## src/rtl/p4s1_burst_if.sv

```systemverilog
// p4s1_burst_if: parallel-load / serial-out bus for the p4s1_burst stage.
interface p4s1_burst_if #(parameter int WORDLENGTH = 16);
    logic                  enable;
    logic                  load;
    logic [WORDLENGTH-1:0] data_in0;
    logic [WORDLENGTH-1:0] data_in1;
    logic [WORDLENGTH-1:0] data_in2;
    logic [WORDLENGTH-1:0] data_in3;
    logic                  ready;
    logic [WORDLENGTH-1:0] data_out;
    logic                  valid_out;
    logic [1:0]            slot_out;
    modport master (
        output enable, load, data_in0, data_in1, data_in2, data_in3,
        input  ready, data_out, valid_out, slot_out
    );
    modport slave (
        input  enable, load, data_in0, data_in1, data_in2, data_in3,
        output ready, data_out, valid_out, slot_out
    );
endinterface

```

## src/rtl/p4s1_burst.sv

```systemverilog
// p4s1_burst: 4-to-1 parallel-to-serial stage, data_in3 first; P4S1_OVERRUN_EN adds a sticky overrun flag.
module p4s1_burst #(
    parameter int WORDLENGTH = 16
) (
    input logic          clk,
    input logic          rst,
    p4s1_burst_if.slave  bus
`ifdef P4S1_OVERRUN_EN
    ,
    input  logic         clr_ovr,
    output logic         overrun
`endif
);
    typedef enum logic {IDLE, SHIFT} state_e;
    state_e                         state_q, state_d;
    logic [1:0]                     cnt_q, cnt_d, slot_q, slot_d;
    logic [2:0][WORDLENGTH-1:0]     sh_q, sh_d;
    logic [WORDLENGTH-1:0]          data_q, data_d;
    logic                           valid_q, valid_d;
    always_ff @(posedge clk or negedge rst) begin
        if (!rst) begin
            state_q <= IDLE;
            cnt_q   <= '0;
            sh_q    <= '0;
            data_q  <= '0;
            valid_q <= 1'b0;
            slot_q  <= '0;
        end else begin
            state_q <= state_d;
            cnt_q   <= cnt_d;
            sh_q    <= sh_d;
            data_q  <= data_d;
            valid_q <= valid_d;
            slot_q  <= slot_d;
        end
    end
    always_comb begin
        state_d = state_q;
        if (bus.enable)
            state_d = (state_q == IDLE) ? (bus.load ? SHIFT : IDLE) : (cnt_q == 2'd3 ? IDLE : SHIFT);
    end
    // sh[2] is always the next word to emit; cnt wraps 3->0 on the final word
    always_comb begin
        cnt_d   = cnt_q;
        sh_d    = sh_q;
        data_d  = data_q;
        valid_d = valid_q;
        slot_d  = slot_q;
        if (bus.enable && state_q == SHIFT) begin
            data_d  = sh_q[2];
            sh_d    = {sh_q[1:0], {WORDLENGTH{1'b0}}};
            slot_d  = ~cnt_q;
            valid_d = 1'b1;
            cnt_d   = cnt_q + 2'd1;
        end else if (bus.enable && bus.load) begin
            data_d  = bus.data_in3;
            sh_d    = {bus.data_in2, bus.data_in1, bus.data_in0};
            slot_d  = 2'd3;
            valid_d = 1'b1;
            cnt_d   = 2'd1;
        end else if (bus.enable) begin
            valid_d = 1'b0;
        end
    end
    assign bus.ready     = (state_q == IDLE);
    assign bus.data_out  = data_q;
    assign bus.valid_out = valid_q;
    assign bus.slot_out  = slot_q;
`ifdef P4S1_OVERRUN_EN
    logic ovr_q, ovr_d;
    always_comb
        ovr_d = (bus.enable && bus.load && state_q != IDLE) ? 1'b1 : (clr_ovr ? 1'b0 : ovr_q);
    always_ff @(posedge clk or negedge rst) begin
        if (!rst) ovr_q <= 1'b0;
        else      ovr_q <= ovr_d;
    end
    assign overrun = ovr_q;
`endif
endmodule

```

## src/flat_wrapper.sv

```systemverilog
// flat-port wrapper written by rule: the top's interface ports become plain ports
module p4s1_burst_flat 
#(
    parameter int WORDLENGTH = 16
)
  (clk, rst, bus_enable, bus_load, bus_data_in0, bus_data_in1, bus_data_in2, bus_data_in3, bus_ready, bus_data_out, bus_valid_out, bus_slot_out);
  p4s1_burst_if #(.WORDLENGTH(WORDLENGTH)) bus_i ();
  input logic clk;
  input logic rst;
  input wire logic [$bits(bus_i.enable)-1:0] bus_enable;
  input wire logic [$bits(bus_i.load)-1:0] bus_load;
  input wire logic [$bits(bus_i.data_in0)-1:0] bus_data_in0;
  input wire logic [$bits(bus_i.data_in1)-1:0] bus_data_in1;
  input wire logic [$bits(bus_i.data_in2)-1:0] bus_data_in2;
  input wire logic [$bits(bus_i.data_in3)-1:0] bus_data_in3;
  output wire logic [$bits(bus_i.ready)-1:0] bus_ready;
  output wire logic [$bits(bus_i.data_out)-1:0] bus_data_out;
  output wire logic [$bits(bus_i.valid_out)-1:0] bus_valid_out;
  output wire logic [$bits(bus_i.slot_out)-1:0] bus_slot_out;
  assign bus_i.enable = bus_enable;
  assign bus_i.load = bus_load;
  assign bus_i.data_in0 = bus_data_in0;
  assign bus_i.data_in1 = bus_data_in1;
  assign bus_i.data_in2 = bus_data_in2;
  assign bus_i.data_in3 = bus_data_in3;
  assign bus_ready = bus_i.ready;
  assign bus_data_out = bus_i.data_out;
  assign bus_valid_out = bus_i.valid_out;
  assign bus_slot_out = bus_i.slot_out;
  p4s1_burst #(.WORDLENGTH(WORDLENGTH)) u_core (.clk(clk), .rst(rst), .bus(bus_i));
endmodule
```

## config.mk

```make
export PLATFORM = sky130hd
export DESIGN_NAME = p4s1_burst_flat
export DESIGN_NICKNAME = d
export VERILOG_FILES = /design/src/rtl/p4s1_burst_if.sv /design/src/rtl/p4s1_burst.sv /design/src/flat_wrapper.sv
export SDC_FILE = /design/constraint.sdc
export NUM_CORES = 1
export LEC_CHECK = 0
export BUFFER_PORTS_ARGS = -buffer_cell sky130_fd_sc_hd__buf_2
export CAP_MARGIN = 20
export CORE_ASPECT_RATIO = 1.4
export CORE_MARGIN = 8
export CORE_UTILIZATION = 35
export DETAILED_ROUTE_END_ITERATION = 8
export GPL_TIMING_DRIVEN = 0
export PLACE_DENSITY = 0.62
export RECOVER_POWER = 100
export SYNTH_ARGS = -nofsm -noshare
export SYNTH_HDL_FRONTEND = slang
export SYNTH_SLANG_ARGS = --single-unit
```

## constraint.sdc

```tcl
create_clock -name clk -period 1.3 [get_ports clk]
set_clock_uncertainty 0.15 [all_clocks]
set_input_delay 0.39 -clock clk [delete_from_list [all_inputs] [get_ports clk]]
set_output_delay 0.39 -clock clk [all_outputs]
set_load 0.03 [all_outputs]
```

-- Word-level counts from Yosys, hierarchy flattened
Index checks and enable logic that the tools add are counted.
W data, S select, Z words.
- bitwise operators: 2
- add/subtract/negate cells: 1
- mux-type cells: 14
- equal/unequal tests: 1
- reduce and logical (&&, ||, !) cells: 4
- operator list (operator ; count):
    $mux W48 ; 2
    $mux W16 ; 2
    $mux W2 ; 4
    $mux W1 ; 6
    $reduce_bool A3 Y1 ; 1
    $add A2 B1 Y2 const B ; 1
    $eq A2 B2 Y1 const B ; 1
    $logic_and A1 B1 Y1 ; 2
    $not A2 Y2 ; 1
    $reduce_bool A2 Y1 ; 1
    $not A1 Y1 ; 1
- register bits: 70
- logic and storage cells: 30
- input port bits: 68

-- Logic depth before layout (Yosys ltp)
- depth after elaboration: 3
- mapped depth: 5
- depth with buffers taken out: 3

-- Worst setup path after synthesis
Ideal clock, no wire load.
- kind: register to output
- from: register u_core.state_q
- to: output port bus_ready
- stages on the path, launching flop included: 3
- arrival time: 1.013 ns
- buffers on the path: 1
- slack: -0.253 ns
- cell sequence: dfrtp_1 -> inv_1 -> clkbuf_1
- longest elaborated chain between the ends: 1
- ends and longest elaborated chain (what ; RTL line ; RTL):
    start: declaration ; p4s1_burst.sv:15 ; state_e state_q, state_d;
    start signal: assignment ; p4s1_burst.sv:29 ; state_q <= state_d;
    $not A1 Y1 ; n/a ;
    end: declaration ; flat_wrapper.sv:16 ; output wire logic [$bits(bus_i.ready)-1:0] bus_ready;
Every way passes these cells.

-- Final worst setup path
Same ends and word-level chain as after synthesis.

==> qor.tcl <==
set qor(clock_tree_from_tritoncts) {built}
set qor(max-cap-violations) 0
set qor(crit_required_ns) 0.76
set qor(fillCellCount) 728
set qor(syn_area_um2) 2950
set qor(cts_inserted_buffers) 9
set qor(setup.worst_path.end) {bus_ready}
set qor(grt_most_used_layer) {met2}
set qor(critPathLaunchType) {flip-flop}
set qor(chipHeight_um) 125
set qor(timing.critical_path.arrival_ns) 1.03
set qor(chipWidth_um) 93.6
set qor(num_antenna_cells) 0
set qor(largest_net_degree_at_the_start_of_global_routing) 70
set qor(cts.sink_count) 69
set qor(post_drt_via_cell_ratio) 5.66
set qor(rr_worst_depth) 6
set qor(timing.hold.worst.class) {input port to async pin}
set qor(ys_async_sr_fraction_pct) 100
set qor(setup_viol) 88
set qor(number_of_enable_type_register_cells_in_the_synthesized_netlist) 0
set qor(wl_per_cell_um) 19.8
set qor(drt_iter0_drc) 187
set qor(drt.antenna.violating_nets) 0
set qor(worst_slack_ns) -0.265
set qor(port_buffers) 87
set qor(grt.met2_usage_pct) 30.3
set qor(maxSlewHeadroom_pct) 35.2
set qor(via_count) 2893
set qor(yosys_warnings) 0
set qor(start_util_pct) 36.0
set qor(synthesis.nets) 344
set qor(cts.reportedPaths.clkPinSlew_ns) 0.06
set qor(delay_contributed_by_the_slowest_stage_of_the_critical_path_ns) 0.40
set qor(cts_hold_buffers) 0
set qor(detailedRoute.firstPassIterationCount) 5
set qor(slew_violations) 0
set qor(gr-usage-met3_pct) 4.64
set qor(vdd.ir_drop.worst_v) 0.00108
set qor(final_min_period_over_clock_period_pct) 120
set qor(areaGrowthSynthToFinish_pct) 49.7
set qor(fin_cells) 511
set qor(crit_slowest_cell) {sky130_fd_sc_hd__dfrtp_2}
set qor(clockRootBuffer) {sky130_fd_sc_hd__clkbuf_16}
set qor(rsz0062_at_grt) {true}
set qor(crit_path_cell_trace) {inv_2, buf_8, buf_6}
set qor(fin_nets) 473
set qor(synth.yosys.seq_area_share_pct) 58.6
set qor(worst_r2r_endpoint) {u_core.sh_q[22]}
set qor(groute.usage.overall_pct) 17.5
set qor(gr-usage-met1_pct) 18.7
set qor(final_hold_fails) 0
set qor(failing_checks) {negative setup slack}
set qor(synth.avg_cell_area_um2) 10.7
set qor(worst_skew_pair.late_latency_ns) 0.33
set qor(synthMuxAreaShare_pct) 0
set qor(synthesis.instances) 275
set qor(distinct_cell_type_count_of_the_synthesized_netlist) 19
set qor(ys_seq_elements) 69
set qor(critPathLaunch) {u_core.state_q}
set qor(maxClockFrequency_mhz) 639
set qor(dominant_combinational_cell_family_by_area_after_synthesis) {compound AO/OA/AOI/OAI gates}
set qor(hpwlAfterDp_um) 7100
set qor(placement.setup.worst_slack_ns) -0.379
set qor(place.detailed.instances) 464
set qor(run_status) {complete, but fails checks}
set qor(leakage_nw) 2.02
set qor(design.core.area_um2) 8200
set qor(worst-setup-path-type) {flip-flop to output port}
set qor(number_of_antenna_violations_at_the_first_check_in_global_routing) 0
set qor(wire_length_of_the_first_global_routing_pass_um) 15800
set qor(drc) 0
set qor(finalCriticalPeriod_ns) 1.57
set qor(critPathCaptureType) {output port}
set qor(overflow) 0
set qor(postSynth.topFlopCell) {sky130_fd_sc_hd__dfrtp_1}
set qor(clockBufferDepth) 2
set qor(crit-reg2reg-launch) {u_core.state_q}
set qor(first_global_vias) 3063
set qor(post_route_cells_drive_above_1_share_pct) 41.8
set qor(rows) 39
set qor(routed_wl_um) 10100
set qor(synthXorXnorAreaFrac_pct) 0
set qor(ctsHtreeMaxLevel) 3
set qor(power_density_nw_per_um2) 2400
set qor(timing_worst_slew_pin_value_ns) 0.972
set qor(ios) 88
set qor(synth_fa_ha_area_share_pct) 0.424
set qor(synth_simple_gate_area_share_pct) 1.70
set qor(worstPathMaxFanout) 2
set qor(fp.dieArea_um2) 11700
set qor(synthesized_area_fraction_occupied_by_ao_oa_aoi_and_oai_cells_pct) 34.5
set qor(gpl.final_weighted_congestion) 0.838
set qor(reg2reg_slack_ns) -0.17
==> what timing repair did <==
| item | CTS | global route |
|---|---|---|
| gates resized for setup | 76 | 8 |
| pin swaps | 1 | 1 |
| buffers inserted | 23 | 4 |
| setup endpoints to repair | 73 | 88 |
| cloned | 3 | 1 |
==> flip-flops by register name, indices dropped and copies added, names as in the netlist <==
name and flops:
u_core.bus.data_out 16, u_core.state_q 1, u_core.sh_q 48, u_core.bus.slot_out 2
u_core.bus.valid_out 1, u_core.cnt_q 1
==> final cells by class <==
| type | count | area [µm²] | area share (%) |
|---|---|---|---|
| Multi-Input combinational cell | 175 | 1120 | 25.4 |
| Timing Repair Buffer | 118 | 872 | 19.8 |
| Inverter | 2 | 7.51 | 0.170 |
| Sequential cell | 69 | 1730 | 39.1 |
| Clock buffer | 12 | 256 | 5.81 |
| Buffer | 29 | 233 | 5.27 |
| Clock inverter | 4 | 70.1 | 1.59 |
| Tap cell | 102 | 128 | 2.89 |
==> cells in the mapped netlist, drive strengths merged, types with 2 or more instances <==
cell | number | area [µm²]
o22ai | 95 | 594
dfrtp | 69 | 1730
a21oi | 51 | 255
buf | 18 | 93.8
a22o | 16 | 140
clkbuf | 11 | 41.3
nand2 | 4 | 22.5
inv | 2 | 7.51
o21ai | 2 | 10.0
==> how the worst min path moves through the flow <==
stage / slack (ns) / endpoint / startpoint
2_1_floorplan: -0.06 / u_core.bus.data_out[0] / rst
3_3_place_gp: 0.34 / u_core.bus.slot_out[1] / u_core.cnt_q[1]
3_5_place_dp: 0.34 / u_core.bus.slot_out[1] / u_core.cnt_q[1]
4_1_cts: 0.07 / u_core.bus.valid_out / rst
5_1_grt: 0.12 / u_core.sh_q[13] / bus_data_in0[13]
6_report: 0.08 / u_core.sh_q[14] / rst
==> placed cells by master (no fill, tap or decap), types with 2 or more instances in the layout <==
| master | n |
|---|---|
| sky130_fd_sc_hd__a21oi_1 | 49 |
| sky130_fd_sc_hd__a21oi_2 | 2 |
| sky130_fd_sc_hd__a22o_1 | 16 |
| sky130_fd_sc_hd__buf_2 | 75 |
| sky130_fd_sc_hd__buf_4 | 27 |
| sky130_fd_sc_hd__buf_6 | 24 |
| sky130_fd_sc_hd__buf_8 | 5 |
| sky130_fd_sc_hd__bufinv_16 | 2 |
| sky130_fd_sc_hd__clkbuf_1 | 2 |
| sky130_fd_sc_hd__clkbuf_16 | 11 |
| sky130_fd_sc_hd__clkbuf_2 | 8 |
| sky130_fd_sc_hd__clkbuf_8 | 4 |
| sky130_fd_sc_hd__clkinv_2 | 2 |
| sky130_fd_sc_hd__dfrtp_1 | 68 |
| sky130_fd_sc_hd__nand2_1 | 2 |
| sky130_fd_sc_hd__o21ai_0 | 2 |
| sky130_fd_sc_hd__o22ai_1 | 93 |
| sky130_fd_sc_hd__o22ai_2 | 2 |
==> report_power, final <==
part / leakage, nW / internal [mW] / switching [mW]
sequential: 0.826 / 3.01 / 0.823
clock: 0.163 / 1.78 / 0.862
combinational: 1.04 / 2.12 / 1.99
total: 2.02 / 6.90 / 3.67
==> metal layers <==
layer	vias up	wire, µm
met4	0	376
met3	21	659
li1	1373	-
met2	106	5250
met1	1393	3840
met5	-	0
==> cells by family (layout without fill, tap and decap cells) <==
kind of cell	after synthesis	after routing
AO/OA/AOI/OAI	166	166
flip-flops	69	69
AND/OR/NAND/NOR	8	8
buffers and inverters	31	165
adder cells (fa/ha/maj)	1	1
==> through the flow <==
stage,util (%),area [µm²],hold WS [ns],power (mW),setup TNS [ns]
after floorplan,-,2960,-0.0556,5.59,-0.0110
after global placement,43.0,3530,0.336,6.57,-63.74
after detailed placement,43.0,3530,0.337,6.66,-19.92
after CTS,52.8,4330,0.0657,10.4,-5.89
after global routing,53.8,4410,0.120,11.1,-11.59
final,53.8,4410,0.0846,10.6,-7.48
==> worst max-delay path, delay by kind of cell (launching register included) <==
family | cells | cell delay [ns]
buffers and inverters | 3 | 0.29
flip-flops | 1 | 0.40
Note: power is estimated with default switching activity, not from simulation.
